===== src/rtl/pe_operand_feeder.sv =====
// Operand feeder for one systolic-array lane: buffers (x,w) pairs, waits a skew delay,
// issues one pair per PE handshake and reports done once every issued product has returned.
module pe_operand_feeder #(
    parameter int DEPTH  = 16,
    parameter int K_MAX  = 64,
    parameter int SKEW_W = 6,
    localparam int CW    = $clog2(K_MAX + 1)
) (
    input  logic              clk,
    input  logic              n_rst,
    input  logic              ld_valid,
    output logic              ld_ready,
    input  logic [31:0]       ld_x,
    input  logic [31:0]       ld_w,
    input  logic              ld_last,
    input  logic              go,
    input  logic [SKEW_W-1:0] skew_i,
    output logic [31:0]       x_o,
    output logic [31:0]       w_o,
    output logic              input_start,
    input  logic              stall_i,
    input  logic              data_ready_i,
    output logic              busy,
    output logic              done,
    output logic              err,
    output logic [CW-1:0]     issued_count
);

    localparam int AW = $clog2(DEPTH);
    localparam int EW = 65;
    localparam logic [AW:0]   FULL_CNT = (AW+1)'(DEPTH);
    localparam logic [AW:0]   CNT_ONE  = (AW+1)'(1);
    localparam logic [AW-1:0] PTR_ONE  = AW'(1);
    localparam logic [CW-1:0] K_LAST   = CW'(K_MAX - 1);
    localparam logic [CW-1:0] CNT_INC  = CW'(1);

    typedef enum logic [2:0] {
        S_IDLE  = 3'd0,
        S_SKEW  = 3'd1,
        S_ISSUE = 3'd2,
        S_DRAIN = 3'd3,
        S_DONE  = 3'd4
    } state_t;

    // Handshakes: a load is accepted when ld_valid && ld_ready at a rising edge; a pair is
    // transferred to the PE when input_start && !stall_i at a rising edge.

    logic [EW-1:0]     mem_q [DEPTH];
    logic [AW-1:0]     wr_ptr_q, wr_ptr_d;
    logic [AW-1:0]     rd_ptr_q, rd_ptr_d;
    logic [AW:0]       count_q, count_d;
    state_t            state_q, state_d;
    logic [SKEW_W-1:0] skew_cnt_q, skew_cnt_d;
    logic [CW-1:0]     issued_q, issued_d;
    logic [CW-1:0]     result_q, result_d;
    logic              err_q, err_d;

    logic          empty;
    logic          push;
    logic          xfer;
    logic          k_hit;
    logic [EW-1:0] head;

    assign empty    = (count_q == '0);
    assign ld_ready = (count_q != FULL_CNT);
    assign push     = ld_valid && ld_ready;
    assign head     = mem_q[rd_ptr_q];
    assign xfer     = input_start && !stall_i;
    assign k_hit    = (issued_q == K_LAST);

    assign x_o          = empty ? 32'd0 : head[63:32];
    assign w_o          = empty ? 32'd0 : head[31:0];
    assign err          = err_q;
    assign issued_count = issued_q;

    // Storage carries no reset: the pointers and count define which entries are live.
    always_ff @(posedge clk) begin
        if (push) begin
            mem_q[wr_ptr_q] <= {ld_last, ld_x, ld_w};
        end
    end

    always_comb begin
        wr_ptr_d = wr_ptr_q;
        rd_ptr_d = rd_ptr_q;
        count_d  = count_q;
        if (push) begin
            wr_ptr_d = wr_ptr_q + PTR_ONE;
        end
        if (xfer) begin
            rd_ptr_d = rd_ptr_q + PTR_ONE;
        end
        if (push && !xfer) begin
            count_d = count_q + CNT_ONE;
        end else if (!push && xfer) begin
            count_d = count_q - CNT_ONE;
        end
    end

    always_comb begin
        issued_d   = issued_q;
        result_d   = result_q;
        err_d      = err_q;
        skew_cnt_d = skew_cnt_q;
        if (state_q == S_IDLE && go) begin
            issued_d   = '0;
            result_d   = '0;
            skew_cnt_d = skew_i;
        end
        if (state_q == S_SKEW) begin
            skew_cnt_d = skew_cnt_q - SKEW_W'(1);
        end
        if (xfer) begin
            issued_d = issued_q + CNT_INC;
            if (k_hit && !head[EW-1]) begin
                err_d = 1'b1;
            end
        end
        if ((state_q == S_ISSUE || state_q == S_DRAIN) && data_ready_i) begin
            result_d = result_q + CNT_INC;
        end
    end

    always_ff @(posedge clk or negedge n_rst) begin
        if (!n_rst) begin
            state_q    <= S_IDLE;
            wr_ptr_q   <= '0;
            rd_ptr_q   <= '0;
            count_q    <= '0;
            skew_cnt_q <= '0;
            issued_q   <= '0;
            result_q   <= '0;
            err_q      <= 1'b0;
        end else begin
            state_q    <= state_d;
            wr_ptr_q   <= wr_ptr_d;
            rd_ptr_q   <= rd_ptr_d;
            count_q    <= count_d;
            skew_cnt_q <= skew_cnt_d;
            issued_q   <= issued_d;
            result_q   <= result_d;
            err_q      <= err_d;
        end
    end

    // DRAIN looks at result_d so done follows the final data_ready by exactly one cycle.
    always_comb begin
        state_d = state_q;
        unique case (state_q)
            S_IDLE: begin
                if (go) begin
                    state_d = (skew_i == '0) ? S_ISSUE : S_SKEW;
                end
            end
            S_SKEW: begin
                if (skew_cnt_q <= SKEW_W'(1)) begin
                    state_d = S_ISSUE;
                end
            end
            S_ISSUE: begin
                if (xfer && (head[EW-1] || k_hit)) begin
                    state_d = S_DRAIN;
                end
            end
            S_DRAIN: begin
                if (result_d == issued_q) begin
                    state_d = S_DONE;
                end
            end
            S_DONE: begin
                state_d = S_IDLE;
            end
            default: begin
                state_d = S_IDLE;
            end
        endcase
    end

    always_comb begin
        input_start = (state_q == S_ISSUE) && !empty;
        busy        = (state_q != S_IDLE);
        done        = (state_q == S_DONE);
    end

endmodule


===== config.mk =====
export PLATFORM = sky130hd
export DESIGN_NAME = pe_operand_feeder
export DESIGN_NICKNAME = d
export VERILOG_FILES = /design/src/rtl/pe_operand_feeder.sv
export SDC_FILE = /design/constraint.sdc
export NUM_CORES = 1
export LEC_CHECK = 0
export BUFFER_PORTS_ARGS = -buffer_cell sky130_fd_sc_hd__buf_2
export CAP_MARGIN = 20
export CORE_ASPECT_RATIO = 2
export CORE_UTILIZATION = 40
export DETAILED_ROUTE_END_ITERATION = 10
export SYNTH_ARGS = -nofsm -noshare
export SYNTH_HDL_FRONTEND = slang
export SYNTH_SLANG_ARGS = --single-unit

===== constraint.sdc =====
create_clock -name clk -period 8.6 [get_ports clk]
set_clock_uncertainty 0.05 [all_clocks]
set_input_delay 0.86 -clock clk [delete_from_list [all_inputs] [get_ports clk]]
set_output_delay 0.86 -clock clk [all_outputs]
set_load 0.01 [all_outputs]

# ---- Yosys cells after proc, flatten, opt, wreduce, memory -nomap -nowiden
# Memories as Yosys holds them, arrays and structs flattened.
# Index checks and enable logic that the tools add are counted.
dict set report word_totals {
  register_bits 37
  ram_bits 1040
  inputBits 77
  word_cells 71
  mem_count 1
}
# name words word_bits rd rd_clocked_by_memory_dff wr line
set memory_table {}
lappend memory_table {mem_q 16 65 1 0 1 48} ;# logic [EW-1:0] mem_q [DEPTH];
dict set report op_classes {
  n_addsub 7
  n_lt_le_gt_ge 1
  eq_ne 11
  mux 18
  reduce_logical 25
}
# operator count
set ops {}
lappend ops {{32-bit 2-to-1 mux} 2}
lappend ops {{7-bit 2-to-1 mux} 4}
lappend ops {{7-bit by 1-bit adder with 7-bit output (second input constant)} 2}
lappend ops {{3-bit 2-to-1 mux} 4}
lappend ops {{6-bit 2-to-1 mux} 2}
lappend ops {{3-bit one-hot mux with 4 select lines} 1}
lappend ops {{5-bit 2-to-1 mux} 2}
lappend ops {{1-bit logical AND} 9}
lappend ops {{4-bit by 1-bit adder with 4-bit output (second input constant)} 2}
lappend ops {{7-bit by 6-bit == test with 1-bit output (second input constant)} 1}
lappend ops {{7-bit == test} 1}
lappend ops {{3-bit by 2-bit == test with 1-bit output (second input constant)} 2}
lappend ops {{6-bit by 1-bit less-or-equal comparator with 1-bit output (second input constant)} 1}
lappend ops {{6-bit logical NOT} 1}
lappend ops {{2-bit by 1-bit != test with 1-bit output (second input constant)} 3}
lappend ops {{2-bit nonzero test} 3}
lappend ops {{6-bit by 1-bit subtractor with 6-bit output (second input constant)} 1}
lappend ops {{5-bit by 1-bit adder with 5-bit output (second input constant)} 1}
lappend ops {{1-bit logical NOT} 5}
lappend ops {{5-bit logical NOT} 1}
lappend ops {{5-bit != test (second input constant)} 1}
lappend ops {{5-bit by 1-bit subtractor with 5-bit output (second input constant)} 1}
lappend ops {{4-bit AND reduction} 1}
lappend ops {{3-bit by 1-bit == test with 1-bit output (second input constant)} 1}
lappend ops {{8 further kinds} 10}

# ---- Depth between registers and ports, before layout
dict set report depth {
  depth_word 7
  ltp_mapped 13
  depth_no_buf 12
}

# ---- Worst setup path after synthesis
# OpenSTA, ideal clock, no wires.
dict set report synth_timing {
  path_kind {input to register}
  start {input port ld_valid}
  end {memory mem_q[3][0] (enable)}
  setup_ns 0.568
  t_arrival_ns 5.829
  required_ns 7.982
  slack_ns 2.153
  stages 4
  cell_sequence {and2_1 > clkbuf_1 > nand2_1 > nor3_1}
}
dict set report synth_via {
  elab_chain_cells 3
}
# item line
set synth_lines {}
lappend synth_lines {{start, declared} 11} ;# input logic ld_valid,
lappend synth_lines {{1-bit logical AND} 66} ;# assign push = ld_valid && ld_ready;
lappend synth_lines {{net push} 59} ;# logic push;
lappend synth_lines {{1-bit 2-to-1 mux} 78} ;# if (push) begin
lappend synth_lines {{1-bit 2-to-1 mux (not written as such)} 79} ;# mem_q[wr_ptr_q] <= {ld_last, ld_x, ld_w};
lappend synth_lines {{end, declared} 48}
# The timed path passes the listed nets, and every way through them passes these cells.

# ---- Worst setup path in the final report
dict set report layout_timing {
  start {register rd_ptr_q[1]}
  end {output port w_o[2]}
}
dict set report layout_via {
  elab_chain_cells 2
}
# item line
set layout_lines {}
lappend layout_lines {{start, declared} 50} ;# logic [AW-1:0] rd_ptr_q, rd_ptr_d;
lappend layout_lines {{start signal, assigned} 137} ;# rd_ptr_q <= rd_ptr_d;
lappend layout_lines {{memory 16 x 65 bit} --}
lappend layout_lines {{32-bit 2-to-1 mux} 72} ;# assign w_o = empty ? 32'd0 : head[31:0];
lappend layout_lines {{end, declared} 19} ;# output logic [31:0] w_o,
# Every way passes these cells.

==> reports/metrics.yaml <==
cp-start-kind: "flop"
ff2ff_setup_slack_ps: 4840
report.final.setup_viol: 0
timing.final.crit_share_pct: 57.9
tightest_slew_ps: 1060
core-area_um2: 103000
place.gp.congestion: 0.726
finalWorstSetupSlack_ps: 3620
htree_num_levels: 3
r2r_start: "count_q[0]"
die_height_um: 458
route.detailed.drc: 4
wirelength_mm: 94.7
power_share_of_the_sequential_group_pct: 43.8
critical_path.endpoint: "w_o[2]"
timing.max_cap.violations: 0
first_global_vias: 20739
synthesis.nets: 1861
switchingPower_w: 0.00460
synth_edf_count: 1040
critical_path.max_fanout: 67
tritoncts_num_sinks: 1077
postSynth.topFlopCell: "sky130_fd_sc_hd__edfxtp_1"
clk-insertion-delay-late_ps: 710
capturing_point_of_the_worst_reg2reg_path: "mem_q[12][10]"
clock.fmax_mhz: 201
rows: 167
clockPowerShare_pct: 27.4
antenna_left: 0
initial_standard_cell_utilization_of_the_core_pct: 40.3
place_worst_setup_slack_ps: 4280
violations: "design-rule violations"
drt_pre_antenna_iters: 8
synthesis.yosys.warnings: 0
ys_seq_area_share_pct: 77.3
p_leak_nw: 14.8
timing.critical_path.from: "rd_ptr_q[1]"
grt_setup_unrepaired: "no"
cts.root.buffer_cell: "sky130_fd_sc_hd__clkbuf_16"
worst_slew_margin_rel_pct: 29.3
ff2ff_path_depth: 6
grt.total_usage_pct: 18.4
finalHoldViolCount: 0
detailedRoute.firstIterationViolations: 1620
average_footprint_of_a_synthesized_cell_um2: 23.5
postSynth.asyncResetShare_pct: 3.44
i_o_pin_count: 153
run_status: "complete, but fails checks"
flow.area_growth_from_synthesis_pct: 13.4
crit_path_end_kind: "output port"
resized_cells_post_cts: 0
worst_case_clock_buffer_depth: 3
grt_antenna_before_repair: 17
floorplan.die.width_um: 230
final_design_area_no_fill_um2: 47200
port-buffer-count: 152
grt_start_max_net_pins: 131
slew_limit_fails: 0
detail_route.wl_per_cell_um: 27.9
ys_seq_elements: 1077
post_drt_via_cell_ratio: 5.57
post_route_cells_drive_above_1_share_pct: 33.3
globalRoute.totalOverflow: 0
cts.repair_timing.setup_buffer_count: 0
critical_path_class: "reg2out"
p_per_area_nw_per_um2: 326
global_route_wire_length_before_repair_mm: 140
fin_util_pct: 45.7
post_dp_cell_area_um2: 44100
comb_power_share_pct: 28.8
cts_tree: "yes"
arrival_ps: 4070
critical_path_required_ps: 7690
swShare_pct: 29.9
num-nets-final: 2056
power_report.internal_total_w: 0.0108
worst_hold_path_type: "in2async"
worst_setup_hold_path_clk_slew_ps: 70
vdd_ir_drop_max_v: 0.000291
fin_setup_tns_ps: 0
layout_min_cycle_time_ps: 4980
vias: 18907
cell_count_after_synthesis: 1769
netlist-cell-type-count: 54
dp.final_hpwl_mm: 49.1
cts-buffers-inserted: 92
cts_hold_repair.buffers: 0
area_of_the_mapped_netlist_um2: 41600
die-area_um2: 105000
cell usage after synthesis (all sizes together) (3+ instances only):
library cell,instances,share of area [%]
clkbuf,36,0.32
o31ai,3,0.054
and2,3,0.045
a211oi,3,0.054
nor4,4,0.096
o21ai,22,0.26
buf,55,0.69
nand3,4,0.048
nand4,6,0.090
inv,11,0.099
edfxtp,1040,75
nand2b,5,0.075
nand2,31,0.28
a21oi,10,0.12
dfrtp,37,2.2
nor2b,67,1.0
nor3,9,0.11
mux4,325,18
xnor2,12,0.25
nor2,36,0.32
ha,14,0.42
xor2,3,0.063
cells by family (layout without fill, tap and decap cells):
family | count (synthesis) | after routing | share of synthesized area, %
fa+ha+maj | 15 | 15 | 0.469
xor+xnor | 15 | 15 | 0.316
mux | 327 | 327 | 17.6
flops | 1077 | 1077 | 77.3
simple gates | 178 | 178 | 2.34
compound gates | 55 | 55 | 0.842
buf+inv | 102 | 371 | 1.11
other cells | 0 | 4 | 0
state kept, by name, summed over array words and instances, names as in the netlist:
name          cells
err               1
rd_ptr_q          4
state_q           3
result_q          7
count_q           5
skew_cnt_q        6
mem_q          1040
issued_count      7
wr_ptr_q          4
power groups by stage:
stage / clock, W / combinational [W] / sequential, W
after floorplan: 0 / 0.00328 / 0.00659
after global placement: 0 / 0.00453 / 0.00683
after detailed placement: 0 / 0.00459 / 0.00687
after CTS: 0.00433 / 0.00461 / 0.00676
after global routing: 0.00450 / 0.00481 / 0.00680
final: 0.00422 / 0.00444 / 0.00674
stage by stage:
stage,total power (W),hold WS [ps],std cells
finish,0.0154,255,3394
global route,0.0161,297,3392
CTS,0.0157,245,3390
detailed placement,0.0115,432,3222
global placement,0.0114,418,3222
floorplan,0.00987,398,1769
per-layer routing:
layer / wire length [µm] / track usage (%)
met1: 37000 / 22.6
met2: 50900 / 33.1
met3: 4800 / 3.36
met4: 1850 / 5.23
met5: 96 / 0
layout by cell type, fill, tap and decap left out, types with 3 or more instances in the layout:
| cell | Yosys | routed |
|---|---|---|
| sky130_fd_sc_hd__a211oi_1 | 3 | 3 |
| sky130_fd_sc_hd__a21oi_1 | 10 | 10 |
| sky130_fd_sc_hd__and2_1 | 3 | 3 |
| sky130_fd_sc_hd__buf_12 | 0 | 3 |
| sky130_fd_sc_hd__buf_2 | 33 | 152 |
| sky130_fd_sc_hd__buf_4 | 2 | 37 |
| sky130_fd_sc_hd__bufinv_16 | 0 | 9 |
| sky130_fd_sc_hd__clkbuf_1 | 36 | 9 |
| sky130_fd_sc_hd__clkbuf_16 | 0 | 92 |
| sky130_fd_sc_hd__clkinv_1 | 0 | 21 |
| sky130_fd_sc_hd__clkinv_16 | 0 | 4 |
| sky130_fd_sc_hd__clkinv_2 | 0 | 17 |
| sky130_fd_sc_hd__clkinv_4 | 0 | 4 |
| sky130_fd_sc_hd__clkinvlp_4 | 0 | 8 |
| sky130_fd_sc_hd__dfrtp_1 | 37 | 33 |
| sky130_fd_sc_hd__dfrtp_4 | 0 | 4 |
| sky130_fd_sc_hd__diode_2 | 0 | 4 |
| sky130_fd_sc_hd__edfxtp_1 | 1040 | 1040 |
| sky130_fd_sc_hd__ha_1 | 14 | 14 |
| sky130_fd_sc_hd__inv_1 | 10 | 10 |
| sky130_fd_sc_hd__inv_16 | 0 | 3 |
| sky130_fd_sc_hd__mux4_2 | 325 | 325 |
| sky130_fd_sc_hd__nand2_1 | 31 | 31 |
| sky130_fd_sc_hd__nand2b_1 | 5 | 5 |
| sky130_fd_sc_hd__nand3_1 | 4 | 4 |
| sky130_fd_sc_hd__nand4_1 | 6 | 6 |
| sky130_fd_sc_hd__nor2_1 | 36 | 24 |
| sky130_fd_sc_hd__nor2_4 | 0 | 12 |
| sky130_fd_sc_hd__nor2b_1 | 67 | 66 |
| sky130_fd_sc_hd__nor3_1 | 9 | 5 |
| sky130_fd_sc_hd__nor3_2 | 0 | 4 |
| sky130_fd_sc_hd__nor4_1 | 3 | 3 |
| sky130_fd_sc_hd__o21ai_0 | 21 | 21 |
| sky130_fd_sc_hd__o31ai_1 | 3 | 3 |
| sky130_fd_sc_hd__xnor2_1 | 12 | 12 |
| sky130_fd_sc_hd__xor2_1 | 3 | 3 |
area by class of cell:
| class | count | area [µm²] |
|---|---|---|
| Sequential cell | 1077 | 32200 |
| Antenna cell | 4 | 10.0 |
| Fill cell | 8624 | 56000 |
| Timing Repair Buffer | 192 | 1100 |
| Clock buffer | 101 | 2340 |
| Tap cell | 1352 | 1690 |
| Multi-Input combinational cell | 590 | 9110 |
| Inverter | 11 | 41.3 |
| Clock inverter | 67 | 718 |
worst max-delay path: stages, from the launching register on:
cell and delay (ps):
sky130_fd_sc_hd__dfrtp_4 1100, sky130_fd_sc_hd__buf_4 880, sky130_fd_sc_hd__mux4_2 420, sky130_fd_sc_hd__mux4_2 510
sky130_fd_sc_hd__nor2b_1 160, sky130_fd_sc_hd__buf_2 170
worst min path at each step:
stage,start,end,slack (ps),cells past startpoint
5_1_grt,n_rst,result_q[0],300,1
4_1_cts,n_rst,result_q[0],240,1
3_5_place_dp,skew_cnt_q[4],skew_cnt_q[4],430,1
2_1_floorplan,skew_cnt_q[4],skew_cnt_q[4],400,1
6_report,n_rst,result_q[0],250,1
3_3_place_gp,skew_cnt_q[4],skew_cnt_q[4],420,1
(Power assumes the default switching activity.)
